$ cat src/rtl/testing_2.sv
// Registered WIDTH-bit adder with carry-in/carry-out.
// The core is two-level carry-lookahead: 4-bit CLA groups, then lookahead across the groups.
module testing_2 #(
   parameter int WIDTH = 32
) (
   input  logic             clk,
   input  logic             rst_n,
   input  logic             in_valid,
   input  logic [WIDTH-1:0] a,
   input  logic [WIDTH-1:0] b,
   input  logic             cin,
   output logic [WIDTH-1:0] sum,
   output logic             carry,
   output logic             out_valid
);

   localparam int NG = WIDTH / 4;

   logic [WIDTH-1:0] g_s;
   logic [WIDTH-1:0] p_s;
   logic [WIDTH-1:0] sum_s;
   logic [NG-1:0]    gg_s;
   logic [NG-1:0]    gp_s;
   logic [NG:0]      gc_s;

   logic [WIDTH-1:0] sum_r;
   logic             carry_r;
   logic             out_valid_r;

   assign g_s = a & b;
   assign p_s = a ^ b;

   genvar gi;
   generate
      for (gi = 0; gi < NG; gi++) begin : g_grp
         logic [3:0] gl_s;
         logic [3:0] pl_s;
         logic [3:0] cl_s;
         logic       ci_s;

         assign gl_s = g_s[4*gi +: 4];
         assign pl_s = p_s[4*gi +: 4];
         assign ci_s = gc_s[gi];

         assign cl_s[0] = ci_s;
         assign cl_s[1] = gl_s[0] | (pl_s[0] & ci_s);
         assign cl_s[2] = gl_s[1] | (pl_s[1] & gl_s[0]) | (pl_s[1] & pl_s[0] & ci_s);
         assign cl_s[3] = gl_s[2] | (pl_s[2] & gl_s[1]) | (pl_s[2] & pl_s[1] & gl_s[0])
                        | (pl_s[2] & pl_s[1] & pl_s[0] & ci_s);

         // Group generate/propagate never depend on the group carry-in.
         assign gg_s[gi] = gl_s[3] | (pl_s[3] & gl_s[2]) | (pl_s[3] & pl_s[2] & gl_s[1])
                         | (pl_s[3] & pl_s[2] & pl_s[1] & gl_s[0]);
         assign gp_s[gi] = &pl_s;

         assign sum_s[4*gi +: 4] = pl_s ^ cl_s;
      end
   endgenerate

   // Second lookahead level: each group carry-in is a flat sum-of-products of gg/gp and cin.
   always_comb begin
      logic carry_v;
      logic prop_v;
      gc_s    = {(NG+1){1'b0}};
      gc_s[0] = cin;
      for (int k = 0; k < NG; k++) begin
         carry_v = 1'b0;
         prop_v  = 1'b1;
         for (int j = k; j >= 0; j--) begin
            carry_v = carry_v | (prop_v & gg_s[j]);
            prop_v  = prop_v & gp_s[j];
         end
         gc_s[k+1] = carry_v | (prop_v & cin);
      end
   end

   // Output register: reset wins, idle cycles hold the last result but drop out_valid.
   always_ff @(posedge clk) begin
      if (!rst_n) begin
         sum_r       <= {WIDTH{1'b0}};
         carry_r     <= 1'b0;
         out_valid_r <= 1'b0;
      end else begin
         out_valid_r <= in_valid;
         if (in_valid) begin
            sum_r   <= sum_s;
            carry_r <= gc_s[NG];
         end else begin
            sum_r   <= sum_r;
            carry_r <= carry_r;
         end
      end
   end

   assign sum       = sum_r;
   assign carry     = carry_r;
   assign out_valid = out_valid_r;

endmodule

$ cat config.mk
export PLATFORM = sky130hd
export DESIGN_NAME = testing_2
export DESIGN_NICKNAME = d
export VERILOG_FILES = /design/src/rtl/testing_2.sv
export SDC_FILE = /design/constraint.sdc
export NUM_CORES = 1
export LEC_CHECK = 0
export ABC_CLOCK_PERIOD_IN_PS = 6020
export BUFFER_PORTS_ARGS = -buffer_cell sky130_fd_sc_hd__buf_2
export CORE_MARGIN = 1.5
export CORE_UTILIZATION = 25
export DETAILED_ROUTE_END_ITERATION = 10
export HOLD_SLACK_MARGIN = 0.06
export PLACE_DENSITY = 0.46
export SETUP_SLACK_MARGIN = 0.1
export SLEW_MARGIN = 20
export SYNTH_ARGS = -nofsm -noshare
export SYNTH_HDL_FRONTEND = slang
export SYNTH_SLANG_ARGS = --single-unit
$ cat constraint.sdc
create_clock -name clk -period 6.02 [get_ports clk]
set_input_delay 0.301 -clock clk [delete_from_list [all_inputs] [get_ports clk]]
set_output_delay 0.301 -clock clk [all_outputs]
set_load 0.1 [all_outputs]
# Word level (Yosys, flattened, before mapping)
# Cells that the tools add are included.
# word_totals
mem_count	0
inputBits	68
latchBits	0
register_bits	34
out_inout_bits	34
mem_bits_ro	0
ram_bits	0
word_cells	305
# op_classes
shifts	0
n_reduce_logical	8
muxes	0
multipliers	0
n_eq_ne	0
div	0
bitwise	294
n_lt_le_gt_ge	0
addsub	0
# ops
operator	count
bitwise AND 1 bit	176
bitwise OR 1 bit	108
bitwise AND 32 bit	1
AND reduction 4 bit	8
bitwise XOR 32 bit	1
bitwise XOR 4 bit	8

# Logic depth before layout (Yosys ltp)
# Gate-level depths: netlist (run 1).
# depth
depth_word	16
ltp_mapped	11
mapped_depth_nobuf	11

# Least setup slack after synthesis (run 1)
# OpenSTA, ideal clock, no wires.
# synth_path
path_kind	input to register
startpoint	input port a[5]
endpoint	register sum_r[29] (netlist: sum[29])
arrival_time_ns	2.557
setup_slack_ns	3.377
path_stages	11
required_time_ns	5.934
n_path_buf	0
path_cell_list	ha_1 > a21o_1 > a221oi_2 > o21a_2 > a2111oi_4 > nor3_2 > a21oi_2 > a21o_2 > fa_1 > xnor2_1 > a211oi_1
# synth_via
elab_chain_cells	11
# synth_lines
item	line_no	source
start, declared	9	input logic [WIDTH-1:0] a,
bitwise AND 32 bit / bitwise XOR 32 bit (equally long branches)	30, 31	
bitwise AND 1 bit (on tied branches)	52, 53	
bitwise OR 1 bit / bitwise AND 1 bit (equally long branches)	52, 53	
bitwise OR 1 bit	53	| (pl_s[3] & pl_s[2] & pl_s[1] & gl_s[0]);
bitwise AND 1 bit	70	carry_v = carry_v | (prop_v & gg_s[j]);
bitwise OR 1 bit (2 in a row)	70	
bitwise OR 1 bit (*)	73	gc_s[k+1] = carry_v | (prop_v & cin);
bitwise AND 1 bit (*)	46	assign cl_s[1] = gl_s[0] | (pl_s[0] & ci_s);
bitwise OR 1 bit (*)	46	
bitwise XOR 4 bit (*)	56	assign sum_s[4*gi +: 4] = pl_s ^ cl_s;
end signal, assigned	80	sum_r <= {WIDTH{1'b0}};
end signal, assigned	86	sum_r <= sum_s;
end signal, assigned	89	sum_r <= sum_r;
end, declared	26	logic [WIDTH-1:0] sum_r;
# Mark *: on every way between the ends. The rest lies on a longest branch, timed or not.
# A chain may end at the register's enable or synchronous reset.

# Final worst setup path (run 1)
# layout_path
startpoint	input port a[13]
endpoint	register sum_r[29] (netlist: sum[29])
# layout_via
elab_chain_cells	13
# layout_lines
item	line_no
bitwise AND 32 bit / bitwise XOR 32 bit (equally long branches)	30, 31
bitwise AND 1 bit (on tied branches)	52, 53
bitwise OR 1 bit / bitwise AND 1 bit (equally long branches)	52, 53
bitwise OR 1 bit	53
bitwise AND 1 bit	70
bitwise OR 1 bit (4 in a row)	70
bitwise OR 1 bit (*)	73
bitwise AND 1 bit (*)	46
bitwise OR 1 bit (*)	46
bitwise XOR 4 bit (*)	56
# Marks and branches as above.

==> run_results.csv, run 1 <==
group,metric,value,unit
timing,hold_violations,0,
global_route,overflow,0,
synthesis,synth-edff-count,0,
clocking,htree_levels,2,
global_route,grt_max_degree,42,
final_layout,postLayoutCoreUtil,33.3,%
synthesis,yosysSeqAreaShare,26.6,%
detailed_routing,dr.first_iter.drc_count,73,
timing,rsz0062_at_grt,"no",
global_route,antenna_found_initial,0,
die,die_w,104,um
die,rows,36,
flow_run,max_cap_viol_count,0,
detailed_routing,ant_nets,0,
timing,finalSetupViolCount,0,
clocking,clock_path_buffers,2,
die,start_util,25.9,%
global_route,grt_pass1_vias,2325,
timing,fin_skew,0,ns
synthesis,syn_inst,274,
critical_path,rr_worst_depth,2,
placement,place_congestion,0.802,
outcome,status,"finished clean",
synthesis,synthArstFlopShare,0,%
global_route,met3_usage,3.13,%
clocking,cts_tree,"yes",
pwr,vdd_drop_max,0.0949,mV
global_route,use_met1,16.4,%
die,core_region_area,9860,um^2
final_layout,layout-drive-gt1-share,34.0,%
synthesis,ys_seq_elements,34,
synthesis,ys.flop_type,"dfxtp_1",
synthesis,syn_area,2560,um^2
min_path,worstHoldPathType,"primary input to register",
final_layout,nets,481,
timing,drv_slew,0,
critical_path,end_kind,"register",
clocking,cts_hold_buf,0,
clocking,post_cts_buffers,0,
timing,fmaxAchievable,0.365,GHz
synthesis,yosysTopAreaCellShare,26.6,%
critical_path,criticalPathCategory,"primary input to register",
final_layout,area_growth,28.5,%
global_route,grt_pass1_wl,11.3,mm
timing,post-route-min-period,2.74,ns
synthesis,ys_warn_count,0,
synthesis,synth_area_leader_cell,"dfxtp_1",
clocking,cts_buffers,5,
pwr,leakage,1.60,nW
synthesis,synth.top_cells.by_count,"dfxtp_1, ha_1, nor2_1, a21oi_1, mux2i_1",
detailed_routing,route.vias.total,2333,
synthesis,synthTopCellsByArea,"dfxtp_1, ha_1, fa_1, mux2i_1, nor2_1",
synthesis,synth_most_common_cell,"dfxtp_1",
synthesis,synth.net_count,382,
global_route,grt_use_met2,22.3,%
clocking,cts.sinks,34,
timing,fin_crit_sh,45.5,%
detailed_routing,firstDrtPassIters,4,
clocking,clk-insertion-delay-late,0.30,ns
placement,portBuffers,101,
critical_path,path_max_fanout,3,
critical_path,cp_data_required_time,6.23,ns
detailed_routing,drt-total-wl,6.82,mm
die,die_area,10800,um^2
detailed_routing,route.detailed.drc,0,
global_route,top_usage_layer,"met2",
placement,hpwl,5.42,mm
global_route,grt_usage,13.1,%
timing,worstMarginPinSlew,0.914,ns
timing,slew_headroom,39.0,%
die,io_pins,102,
min_path,hold_path_depth,4,
synthesis,synth_area_per_cell,9.33,um^2
critical_path,startpoint_type,"primary input",
detailed_routing,routedWlPerCell,13.5,um
clocking,cts_root_buffer,"clkbuf_8",
die,die_y,104,um
final_layout,diodes,0,
detailed_routing,routed_via_density,4.60,
critical_path,arrival,2.95,ns
pwr,power.density,270,nW/um^2
timing,tns,0,ns
clocking,clkTransAtPathRegs,0.09,ns
clocking,cts_resized,0,
synthesis,synth.distinct_cells,51,
[logic make-up after synthesis]
group | share of synthesized area [%]
AND/OR/NAND/NOR | 14.5
flip-flops | 26.6
AO/OA/AOI/OAI | 22.1
adder cells (fa/ha/maj) | 21.9
XOR/XNOR | 5.48
buffers and inverters | 4.31
multiplexers | 5.09
[placed cells by master, fill, tap and decap left out, drive strengths merged, types with 9 or more instances in the layout]
cell,instances
nand2,10
buf,102
mux2i,13
a211oi,12
nor2,32
a21o,9
dfxtp,34
nand3,10
o21ai,12
a21oi,17
ha,32
inv,12
[sequential cells by signal (all words and copies together) (netlist names)]
register,count
out_valid,1
carry,1
sum,32
[layer usage]
metal | vias up | wire, um | share of wire (%)
met3 | 4 | 370 | 5.4
met5 | - | 0 | 0
met4 | 0 | 42 | 0.62
met2 | 57 | 3220 | 47
li1 | 1192 | - | -
met1 | 1080 | 3190 | 47
[stage by stage]
stage / power [mW] / hold WS, ns / cells / setup slack, ns / area [um^2]
finish: 0.886 / 0.418 / 507 / 3.28 / 3290
global route: 0.943 / 0.429 / 507 / 2.99 / 3290
CTS: 0.904 / 0.412 / 507 / 3.26 / 3290
detailed placement: 0.676 / 0.479 / 499 / 2.94 / 3170
global placement: 0.674 / 0.474 / 499 / 3.01 / 3170
floorplan: 0.592 / 0.595 / 274 / 3.38 / 2560
[path summary, 6_finish.rpt]
kind | start | end | slack, ns
worst min register to register | sum[9] | sum[9] | 0.49
worst min-delay path | b[31] | carry | 0.42
worst max register to register | sum[27] | sum[27] | 5.31
worst max-delay path | a[13] | sum[29] | 3.28
[final cells by class]
type	instances	area (um^2)
inverters	12	45.0
clock inverters	3	45.0
flip-flops and latches	34	681
repair buffers	102	513
clock buffers	5	68.8
multi-input cells	218	1770
well taps	133	166
fillers	1060	6580
[critical path, stage by stage]
cell	delay, ns
buf_2	0.10
ha_1	0.32
a21oi_1	0.20
o21ai_1	0.14
a221oi_2	0.47
o21ai_2	0.13
nor3_2	0.21
a21oi_2	0.11
a21o_2	0.24
fa_1	0.38
xnor2_1	0.13
a211oi_1	0.21
[where the power goes]
group	leakage [nW]	internal [mW]	switching, mW
Clock	0.0504	0.123	0.0955
Sequential	0.281	0.250	0.0123
Combinational	1.26	0.111	0.295
Power figures use the tool's default switching activity.
==> run 2: changes to the inputs <==
Settings changed: ABC_CLOCK_PERIOD_IN_PS 6020 to 2400, PLACE_DENSITY 0.46 to 0.47.
Clock period 6.02 ns to 2.4 ns, I/O delays scaled along.
==> run_results.csv, run 2 (synthesized netlist as in run 1, its figures left out) <==
group,metric,value,unit
timing,finalSetupViolCount,0,
critical_path,path_max_fanout,3,
outcome,status,"finished clean",
global_route,overflow,0,
detailed_routing,routed_via_density,4.45,
critical_path,slowest_delay,0.41,ns
clocking,cts_root_buffer,"clkbuf_8",
pwr,power_switching,1.03,mW
pwr,leakage,1.77,nW
final_layout,mostFrequentLayoutCells,"buf_2, buf_4, dfxtp_1",
critical_path,timing.rr.end,"sum[19]",
global_route,grt_usage,13.6,%
timing,rsz0062_at_grt,"yes",
die,core_region_area,9860,um^2
detailed_routing,route.vias.total,2409,
clocking,clk-insertion-delay-late,0.28,ns
clocking,clkTransAtPathRegs,0.07,ns
critical_path,path_cells,"buf_2 > ha_4 > and2_4 > o2111ai_1 > o21a_2 > a2111oi_4 > nor3_2 > a21oi_2 > a21o_2 > fa_2 > mux2i_1 > nor2_1",
critical_path,end_kind,"register",
detailed_routing,ant_nets,0,
pwr,p_total,2.31,mW
die,die_area,10800,um^2
clocking,cts_buffers,5,
pwr,intPower,1.28,mW
placement,place_area,3560,um^2
final_layout,nets,515,
final_layout,fin_cells,541,
final_layout,postLayoutCoreUtil,37.8,%
flow_run,max_cap_viol_count,0,
clocking,htree_levels,2,
critical_path,cp_slowest_cell,"fa_2",
min_path,worstHoldPathType,"primary input to register",
pwr,clkPwrFrac,22.4,%
critical_path,criticalPathCategory,"primary input to register",
pwr,power.density,620,nW/um^2
die,die_w,104,um
final_layout,largest_reg_flops,32,
critical_path,crit_path_end,"sum[28]",
placement,place_congestion,0.760,
timing,post-route-min-period,2.21,ns
global_route,grt_pass1_vias,2489,
final_layout,area_growth,45.8,%
final_layout,diodes,0,
final_layout,postLayoutCellArea,3730,um^2
timing,fin_crit_sh,92.1,%
timing,tns,0,ns
critical_path,cp_data_required_time,2.55,ns
placement,portBuffers,101,
placement,hpwl,5.64,mm
timing,drv_slew,0,
pwr,vdd_drop_max,0.223,mV
detailed_routing,drt-total-wl,7.10,mm
critical_path,rr_worst_depth,2,
critical_path,crit-reg2reg-launch,"sum[19]",
clocking,cts.sinks,34,
global_route,antenna_found_initial,0,
critical_path,rrSetupSlack,1.72,ns
timing,fmaxAchievable,0.452,GHz
timing,worstMarginPinSlew,0.865,ns
die,io_pins,102,
die,start_util,25.9,%
critical_path,startpoint,"b[6]",
timing,fin_skew,0,ns
detailed_routing,firstDrtPassIters,3,
detailed_routing,routedWlPerCell,13.1,um
final_layout,final_common_cell,"buf_2",
final_layout,layout-drive-gt1-share,45.1,%
critical_path,startpoint_type,"primary input",
clocking,cts_hold_buf,0,
global_route,grt_max_degree,25,
pwr,p_seq_share,28.4,%
timing,slew_headroom,42.3,%
timing,fin_ws,0.189,ns
clocking,clock_path_buffers,2,
critical_path,arrival,2.36,ns
detailed_routing,route.detailed.drc,0,
pwr,swShare,44.5,%
die,rows,36,
die,die_y,104,um
timing,hold_violations,0,
pwr,combPwrFrac,49.2,%
placement,dp.cells,532,
placement,place_ws,-0.136,ns
detailed_routing,dr.first_iter.drc_count,38,
timing,finalHoldWorstSlack,0.249,ns
clocking,cts_tree,"yes",
global_route,grt_pass1_wl,11.9,mm
[run 2: cell types whose count changed in the layout (fill, tap and decap cells not counted), sizes merged]
cell / before / now
buf: 102 / 136
clkbuf: 5 / 8
bufinv: 1 / 0
clkinvlp: 2 / 0
[run 2: power by group through the flow]
stage / Combinational [mW] / Clock (mW) / Sequential, mW
after floorplan: 0.404 / 0 / 1.11
after global placement: 1.13 / 0 / 0.669
after detailed placement: 1.13 / 0 / 0.670
after CTS: 1.13 / 0.547 / 0.658
after global routing: 1.23 / 0.572 / 0.664
final: 1.14 / 0.519 / 0.657
[run 2: worst min path at each step]
stage	start	end	depth (start not counted)
floorplan	b[4]	sum[4]	3
global placement	sum[0]	sum[0]	2
detailed placement	sum[7]	sum[7]	2
CTS	b[31]	carry	4
global route	b[31]	carry	4
finish	b[31]	carry	4
[run 2: critical path, delay by kind of cell]
family	cells	cell delay, ns
buffers and inverters	1	0.11
multiplexers	1	0.13
AND/OR/NAND/NOR	3	0.31
AO/OA/AOI/OAI	5	1.02
adder cells (fa/ha/maj)	2	0.67
[run 2: what timing repair did]
item,in CTS,in global routing
gates resized for setup,0,8
setup endpoints to repair,0,4
setup buffers,0,1
[run 2: final cells by class]
class	count	area, um^2
clock buffer	8	110
inverter	12	45.0
timing repair buffer	136	774
multi-input combinational	218	1950
fill	1024	6130
tap	133	166
sequential	34	681
[run 2: routing by layer]
metal	share of wire, %	GRT usage, %	wire, um	vias up
li1	-	-	-	1256
met1	48	17.0	3410	1086
met2	46	22.9	3230	61
met3	5.3	3.82	378	6
met4	1.0	3.27	71	0
met5	0	0	0	-
==> run 3: changes to the inputs <==
Settings changed: CORE_UTILIZATION 25 to 44, PLACE_DENSITY 0.47 to 0.76.
==> run_results.csv, run 3 (synthesized netlist as in run 1, its figures left out) <==
group,metric,value,unit
clocking,cts_root_buffer,"clkbuf_8",
timing,finalHoldWorstSlack,0.225,ns
die,core_region_area,5570,um^2
clocking,cts.sinks,34,
critical_path,path_max_fanout,3,
detailed_routing,routed_via_density,5.19,
die,start_util,45.9,%
pwr,vdd_drop_max,0.538,mV
timing,fin_ws,0.185,ns
placement,place_area,3450,um^2
critical_path,cp_data_required_time,2.60,ns
global_route,grt_pass1_vias,2329,
timing,fin_crit_sh,92.3,%
flow_run,max_cap_viol_count,0,
timing,tns,0,ns
pwr,power.density,624,nW/um^2
final_layout,fillCellCount,480,
die,die_y,79.2,um
final_layout,final_common_cell,"buf_2",
final_layout,fin_cells,476,
critical_path,criticalPathCategory,"primary input to register",
global_route,overflow,0,
outcome,status,"finished clean",
placement,portBuffers,101,
detailed_routing,wl_met2,3.05,mm
detailed_routing,wl_met1,2.90,mm
detailed_routing,firstDrtPassIters,4,
final_layout,postLayoutCellArea,3590,um^2
final_layout,largest_reg_flops,32,
placement,place_congestion,0.850,
timing,fmaxAchievable,0.451,GHz
final_layout,postLayoutCoreUtil,64.5,%
placement,place_ws,-0.184,ns
detailed_routing,route.met3.wl,341,um
die,io_pins,102,
die,die_w,79.2,um
timing,finalSetupViolCount,0,
global_route,grt_usage,20.8,%
detailed_routing,dr.first_iter.drc_count,68,
timing,slew_headroom,43.0,%
clocking,clock_path_buffers,2,
final_layout,area_growth,40.5,%
detailed_routing,route.vias.total,2471,
clocking,clkTransAtPathRegs,0.08,ns
detailed_routing,drt-total-wl,6.38,mm
timing,drv_slew,0,
detailed_routing,ant_nets,0,
global_route,grt_max_degree,25,
clocking,cts_tree,"yes",
clocking,clk-insertion-delay-late,0.30,ns
final_layout,diodes,0,
critical_path,path_buf_inv,1,
timing,rsz0062_at_grt,"yes",
critical_path,path_cells,"buf_2 > ha_4 > a21o_1 > a221oi_2 > o21a_2 > a2111oi_4 > nor3_2 > a21oi_2 > a21o_2 > fa_2 > xnor2_1 > a211oi_1",
critical_path,slowest_delay,0.33,ns
detailed_routing,dr.max_layer_used,"met4",
min_path,worstHoldPathType,"primary input to register",
detailed_routing,route.detailed.drc,0,
placement,hpwl,5.04,mm
timing,fin_skew,0,ns
pwr,leakage,1.74,nW
critical_path,startpoint_type,"primary input",
final_layout,layout-drive-gt1-share,43.8,%
critical_path,critPathTopFamily,"compound AO/OA/AOI/OAI gates",
global_route,antenna_found_initial,0,
timing,worstMarginPinSlew,0.853,ns
final_layout,mostFrequentLayoutCells,"buf_2, dfxtp_1, nor2_1",
clocking,htree_levels,2,
die,die_area,6280,um^2
timing,hold_violations,0,
critical_path,cp_slowest_cell,"fa_2",
clocking,cts_buffers,5,
placement,dp.cells,467,
timing,post-route-min-period,2.22,ns
global_route,grt_pass1_wl,10.3,mm
critical_path,end_kind,"register",
critical_path,arrival,2.42,ns
die,rows,27,
final_layout,nets,511,
detailed_routing,routedWlPerCell,13.4,um
pwr,p_total,2.24,mW
-- run 3: final cells by class --
cell class              count  area (um^2)  area share (%)
multi-input cells         218         1940            54.1
repair buffers            132          738            20.5
flip-flops and latches     34          681            18.9
well taps                  72         90.1            2.51
clock buffers               6         82.6            2.30
inverters                  12         45.0            1.25
clock inverters             2         12.5           0.348
-- run 3: final timing paths --
kind                               from  cells after the start      end  slack [ns]
worst max-delay path               a[5]                     12  sum[29]        0.18
worst min-delay path              b[31]                      4    carry        0.22
worst max register to register  sum[29]                      2  sum[29]        1.69
worst min register to register   sum[5]                      2   sum[5]        0.48
-- run 3: timing repair --
action,4_1_cts,5_1_grt
endpoints found under the setup margin,0,4
hold buffers,0,0
buffers inserted,0,1
gates resized for setup,0,4
-- run 3: tightest hold or removal path: cells and delay by family --
family / cells / cell delay (ns)
AO/OA/AOI/OAI: 1 / 0.13
buffers and inverters: 2 / 0.11
adder cells (fa/ha/maj): 1 / 0.12
-- run 3: per-layer routing --
layer / track usage (%) / vias to the layer above
li1: - / 1247
met1: 26.6 / 1141
met3: 4.14 / 9
met2: 34.9 / 74
met4: 7.37 / 0
met5: 0 / -
-- run 3: power by group --
part | total, mW | switching [mW] | internal (mW)
clock network | 0.460 | 0.229 | 0.231
logic | 1.13 | 0.767 | 0.360
registers | 0.656 | 0.0303 | 0.626
